File: src/rtl/btn_pkg.sv
`default_nettype none
// ============================================================================
// Module   : btn_pkg
// Desc     : Shared constants and counter-width helper for the button front-end
// Revision : 1.0  initial release
// ============================================================================
package btn_pkg;

  localparam int DEBOUNCE_CYCLES_DEF = 1000000;
  localparam int REPEAT_DELAY_DEF    = 50000000;
  localparam int REPEAT_PERIOD_DEF   = 10000000;

  localparam int CH_R   = 0;
  localparam int CH_L   = 1;
  localparam int NUM_CH = 2;

  // Width wide enough for the largest count, never narrower than one bit.
  function automatic int cntWidth(input int a, input int b, input int c);
    int m;
    m = a;
    if (b > m) m = b;
    if (c > m) m = c;
    return (m < 2) ? 1 : $clog2(m);
  endfunction

endpackage
`default_nettype wire

File: src/rtl/btn_debounce.sv
`default_nettype none
// ============================================================================
// Module   : btn_debounce
// Desc     : One button channel: 2-flop synchronizer, debounce counter,
//            debounced level and rising-edge detect
// Revision : 1.0  initial release
// ============================================================================
module btn_debounce
  import btn_pkg::*;
#(
  parameter int DEBOUNCE_CYCLES = DEBOUNCE_CYCLES_DEF,
  parameter int CNT_W           = cntWidth(DEBOUNCE_CYCLES, 1, 1)
) (
  input  logic clk,
  input  logic rst,
  input  logic btnRaw,
  output logic level,
  output logic rise
);

  localparam logic [CNT_W-1:0] c_CNT_LAST = CNT_W'(DEBOUNCE_CYCLES - 1);

  logic             r_syncMeta;
  logic             r_sync;
  logic             r_level;
  logic             r_levelDly;
  logic [CNT_W-1:0] r_cnt;

  always_ff @(posedge clk or posedge rst) begin
    if (rst) begin
      r_syncMeta <= 1'b0;
      r_sync     <= 1'b0;
      r_level    <= 1'b0;
      r_levelDly <= 1'b0;
      r_cnt      <= '0;
    end else begin
      r_syncMeta <= btnRaw;
      r_sync     <= r_syncMeta;
      r_levelDly <= r_level;
      // Level only moves after DEBOUNCE_CYCLES consecutive differing samples.
      if (r_sync == r_level) begin
        r_cnt <= '0;
      end else if (r_cnt == c_CNT_LAST) begin
        r_level <= r_sync;
        r_cnt   <= '0;
      end else begin
        r_cnt <= r_cnt + 1'b1;
      end
    end
  end

  assign level = r_level;
  assign rise  = r_level & ~r_levelDly;

endmodule
`default_nettype wire

File: src/rtl/btn_move_pulse.sv
`default_nettype none
// ============================================================================
// Module   : btn_move_pulse
// Desc     : Debounced, conflict-gated one-cycle move strobes for the LED bar.
//            Define BTN_AUTOREPEAT_EN to add hold-to-repeat pulses.
// Revision : 1.0  initial release
// ============================================================================
module btn_move_pulse
  import btn_pkg::*;
#(
  parameter int DEBOUNCE_CYCLES = DEBOUNCE_CYCLES_DEF,
  parameter int REPEAT_DELAY    = REPEAT_DELAY_DEF,
  parameter int REPEAT_PERIOD   = REPEAT_PERIOD_DEF
) (
  input  logic clk,
  input  logic rst,
  input  logic btnR,
  input  logic btnL,
  output logic pulseR,
  output logic pulseL,
  output logic heldR,
  output logic heldL
);

  localparam int CNT_W = cntWidth(DEBOUNCE_CYCLES, REPEAT_DELAY, REPEAT_PERIOD);

  logic [NUM_CH-1:0] w_btnRaw;
  logic [NUM_CH-1:0] w_level;
  logic [NUM_CH-1:0] w_rise;
  logic [NUM_CH-1:0] w_other;
  logic [NUM_CH-1:0] w_press;
  logic [NUM_CH-1:0] w_repeat;
  logic [NUM_CH-1:0] r_pulse;

  assign w_btnRaw[CH_R] = btnR;
  assign w_btnRaw[CH_L] = btnL;

  for (genvar ch = 0; ch < NUM_CH; ch++) begin : g_ch
    btn_debounce #(
      .DEBOUNCE_CYCLES(DEBOUNCE_CYCLES),
      .CNT_W          (CNT_W)
    ) u_debounce (
      .clk   (clk),
      .rst   (rst),
      .btnRaw(w_btnRaw[ch]),
      .level (w_level[ch]),
      .rise  (w_rise[ch])
    );
  end

  // A channel may only act while the opposite button is released.
  assign w_other[CH_R] = w_level[CH_L];
  assign w_other[CH_L] = w_level[CH_R];
  assign w_press       = w_rise & ~w_other;

`ifdef BTN_AUTOREPEAT_EN
  localparam logic [CNT_W-1:0] c_DELAY_LAST  = CNT_W'(REPEAT_DELAY - 1);
  localparam logic [CNT_W-1:0] c_PERIOD_LAST = CNT_W'(REPEAT_PERIOD - 1);

  for (genvar ch = 0; ch < NUM_CH; ch++) begin : g_rep
    logic [CNT_W-1:0] r_repCnt;
    logic             r_armed;
    logic             r_periodic;
    logic             w_active;
    logic [CNT_W-1:0] w_limit;

    assign w_active     = w_level[ch] & ~w_other[ch];
    assign w_limit      = r_periodic ? c_PERIOD_LAST : c_DELAY_LAST;
    assign w_repeat[ch] = r_armed & w_active & (r_repCnt == w_limit);

    // Armed by the press pulse; any release or conflict disarms for good.
    always_ff @(posedge clk or posedge rst) begin
      if (rst) begin
        r_repCnt   <= '0;
        r_armed    <= 1'b0;
        r_periodic <= 1'b0;
      end else if (!w_active) begin
        r_repCnt   <= '0;
        r_armed    <= 1'b0;
        r_periodic <= 1'b0;
      end else if (w_press[ch]) begin
        r_repCnt   <= '0;
        r_armed    <= 1'b1;
        r_periodic <= 1'b0;
      end else if (r_armed) begin
        if (w_repeat[ch]) begin
          r_repCnt   <= '0;
          r_periodic <= 1'b1;
        end else begin
          r_repCnt <= r_repCnt + 1'b1;
        end
      end
    end
  end
`else
  assign w_repeat = '0;
`endif

  always_ff @(posedge clk or posedge rst) begin
    if (rst) begin
      r_pulse <= '0;
    end else begin
      r_pulse <= w_press | w_repeat;
    end
  end

  assign pulseR = r_pulse[CH_R];
  assign pulseL = r_pulse[CH_L];
  assign heldR  = w_level[CH_R];
  assign heldL  = w_level[CH_L];

endmodule
`default_nettype wire

File: config.mk
export PLATFORM = sky130hd
export DESIGN_NAME = btn_move_pulse
export DESIGN_NICKNAME = d
export VERILOG_FILES = /design/src/rtl/btn_pkg.sv /design/src/rtl/btn_debounce.sv /design/src/rtl/btn_move_pulse.sv
export SDC_FILE = /design/constraint.sdc
export NUM_CORES = 1
export LEC_CHECK = 0
export ABC_CLOCK_PERIOD_IN_PS = 1850
export CORE_MARGIN = 2
export CORE_UTILIZATION = 55
export DETAILED_ROUTE_END_ITERATION = 7
export PLACE_DENSITY = 0.78
export SYNTH_ARGS = -nofsm -noshare
export SYNTH_HDL_FRONTEND = slang
export SYNTH_HIERARCHICAL = 1
export SYNTH_SLANG_ARGS = --single-unit
File: constraint.sdc
create_clock -name clk -period 1.85 [get_ports clk]
set_clock_uncertainty 0.1 [all_clocks]
set_input_delay 0.4625 -clock clk [delete_from_list [all_inputs] [get_ports clk]]
set_output_delay 0.4625 -clock clk [all_outputs]
set_load 0.02 [all_outputs]
==> reports/metrics.yaml <==
outcome:
  outcome: "finished with violations"
  violations: "negative setup slack"
cts:
  cts.sinks: 62
  clk_latency_ps: 360
  cts_tree: "built"
  clockBufferDepth: 2
  cts-buffers-inserted: 9
  ctsRootBufferMaster: "clkbuf_8"
  cts.clk_slew.worst_paths_ps: 80
  cts.htree.levels: 3
  hold_buffers: 0
cells_and_area:
  final_cell_mix: "buf_4 (83), dfrtp_1 (48), nand2_1 (18), nor2_4 (18), buf_6 (17)"
  fill_cells: 199
  syn_to_final_growth_pct: 55.0
  nNetsFinal: 433
  antenna_cells: 0
  layout_commonest_cell: "buf_4"
  drive_above_1_share: 0.516
  final_util: 0.879
floorplan:
  dieArea_mm2: 0.00626
  pin_count: 8
  fp-row-count: 27
  design.core.area_mm2: 0.00547
  die_width_um: 79.1
  die_h_um: 79.1
  start_util: 0.567
critical_path:
  cp_max_fo: 3
  critPathCaptureType: "flop"
  worstPathArrival_ps: 2280
  r2r_slack_ps: -280
  cp-start-kind: "flop"
  cp_data_required_time_ps: 1990
  ff2ff_path_depth: 5
  r2r-end: "g_ch[0].u_debounce/level"
  r2r-start: "g_ch[0].u_debounce/r_cnt[15]"
  critical_path_class: "reg2reg"
grt:
  antenna_found_initial: 0
  grt_pass1_wl_um: 15900
  gr-total-overflow: 0
  grtUsageTotal: 0.335
  grt_max_degree: 31
  grt_pass1_vias: 3216
routing:
  wl_met3_um: 1420
  drc: 0
  wl_per_cell_um: 25.5
  via_count: 3507
  top_layer: "met4"
  routed-wl-met2_um: 5860
  drtIter0Drc: 538
  dr.pass1.iters: 5
  final_antenna_net_count: 0
  via_per_inst: 6.99
  met1_length_um: 4640
  drt_wl_total_um: 12800
synth:
  synth.distinct_cells: 31
  synth_xor_area_frac: 0.0790
  ys_warn_count: 6
  synth-seq-cells: 62
  synth_compound_area_frac: 0.0846
  synth_top_family_by_area: "simple AND/OR/NAND/NOR gates"
  synth_simple_gate_area_frac: 0.285
  seq_area_frac_synth: 0.500
  synth_mux_area_frac: 0.00726
  avgSynthCellArea_um2: 9.98
  syn-cell-area_mm2: 0.00310
  synth_nets: 319
  synthCells: 311
  synthAdderAreaFrac: 0.0161
power:
  peakVddDrop_mv: 0.522
  power_mw: 2.96
  p_per_area_mw_per_mm2: 616
  cellLeakagePower_nw: 2.01
timing:
  worst_slack_ps: -284
  tightest_slew_ps: 426
  maxSlewViolCount: 0
  rsz0062_at_grt: "yes"
  hold_violations: 0
  fmax_ghz: 0.469
  finalCriticalPeriod_ps: 2130
  setup_viol: 54
  fin_crit_sh: 1.15
  relSlewSlack: 0.712
placement:
  gp_congestion: 0.820
  port_buffers: 7
  dpl.hpwl_um: 5130
run:
  max_cap_violations: 0
worst_hold_path:
  hp-class: "in2async"
==> cell type report <==
type	count	area, µm²	share of cell area
Clock buffer	10	138	0.0286
Sequential cell	62	1570	0.326
Multi-Input combinational cell	234	1950	0.405
Clock inverter	6	85.1	0.0177
Tap cell	72	90.1	0.0187
Timing Repair Buffer	111	953	0.198
Inverter	7	26.3	0.00546
==> state kept, by name, summed over array words and instances, names as in the netlist <==
name / flops
r_pulse: 2
g_ch.u_debounce/r_levelDly: 2
g_ch.u_debounce/r_syncMeta: 2
g_ch.u_debounce/r_cnt: 52
g_ch.u_debounce/level: 2
g_ch.u_debounce/r_sync: 2
==> metrics by stage <==
step / setup TNS, ps / hold slack, ps / cell area (µm²) / worst slack [ps] / cells
6_report: -9740 / 246 / 4810 / -284 / 502
5_1_grt: -11650 / 239 / 4810 / -320 / 502
4_1_cts: -239 / 241 / 4260 / -51.7 / 488
3_5_place_dp: -1270 / 250 / 3720 / -78.4 / 445
3_3_place_gp: -8.53 / 235 / 3720 / -8.53 / 445
2_1_floorplan: -81.2 / 104 / 3130 / -27.8 / 311
==> critical path: stages (launching register included) <==
cell and delay (ps):
dfrtp_1 390, buf_4 150, nor4bb_2 430, nand3_2 210
or3_4 400, mux2_4 330
==> synthesized netlist by cell type <==
library cell	n	area, µm²
nand4_1	14	87.6
inv_1	7	26.3
xnor2_1	14	123
buf_6	2	22.5
mux2_2	2	22.5
clkbuf_1	2	7.51
o31ai_1	10	75.1
dfrtp_1	62	1550
and4_1	8	70.1
and3_1	6	37.5
nor3_1	6	30.0
nand3_1	20	100
a21oi_1	22	110
or4_1	10	75.1
ha_1	4	50.1
nor3b_1	2	15.0
buf_2	4	20.0
or3_1	12	75.1
o21ai_0	12	60.1
nor2b_4	2	27.5
nor4_1	8	50.1
nor2_1	36	135
nand4b_1	2	17.5
nand4_4	2	42.5
xor2_1	14	123
nand2_1	18	67.6
nor4bb_1	2	20.0
or4_4	2	22.5
a31o_2	2	17.5
nor2b_1	2	12.5
clkbuf_2	2	10.0
==> routing by layer <==
layer,track usage,up-vias
li1,-,1381
met1,0.415,1684
met2,0.543,335
met3,0.0614,107
met4,0.207,0
met5,0,-
==> logic make-up after synthesis <==
logic type,Yosys count
buffers and inverters,17
DFF,62
AOI/OAI and AO/OA,46
adders and majority gates,4
and+or+nand+nor,152
muxes,2
xor gates and xnor gates,28
==> where the power goes <==
part	total (mW)	switching, mW	internal [mW]
combinational	0.170	0.104	0.0664
sequential	1.39	0.0197	1.37
clock	1.40	0.613	0.790
total	2.96	0.737	2.23
==> worst max-delay path by stage <==
stage	start	slack, ps	to
2_1_floorplan	g_ch[0].u_debounce/r_cnt[4]	-30	g_ch[0].u_debounce/r_cnt[19]
3_3_place_gp	g_ch[0].u_debounce/r_cnt[15]	-9	g_ch[0].u_debounce/r_cnt[25]
3_5_place_dp	g_ch[1].u_debounce/r_cnt[8]	-80	g_ch[1].u_debounce/r_cnt[22]
4_1_cts	g_ch[1].u_debounce/r_cnt[10]	-50	g_ch[1].u_debounce/r_cnt[24]
5_1_grt	g_ch[0].u_debounce/r_cnt[14]	-320	g_ch[0].u_debounce/r_cnt[20]
6_report	g_ch[0].u_debounce/r_cnt[15]	-280	g_ch[0].u_debounce/level
==> timing repair <==
item	4_1_cts	5_1_grt
endpoints found under the setup margin	41	55
cloned	4	2
gates resized for setup	33	119
setup buffers	23	12
pin swaps	16	38
Power figures use the tool's default switching activity.
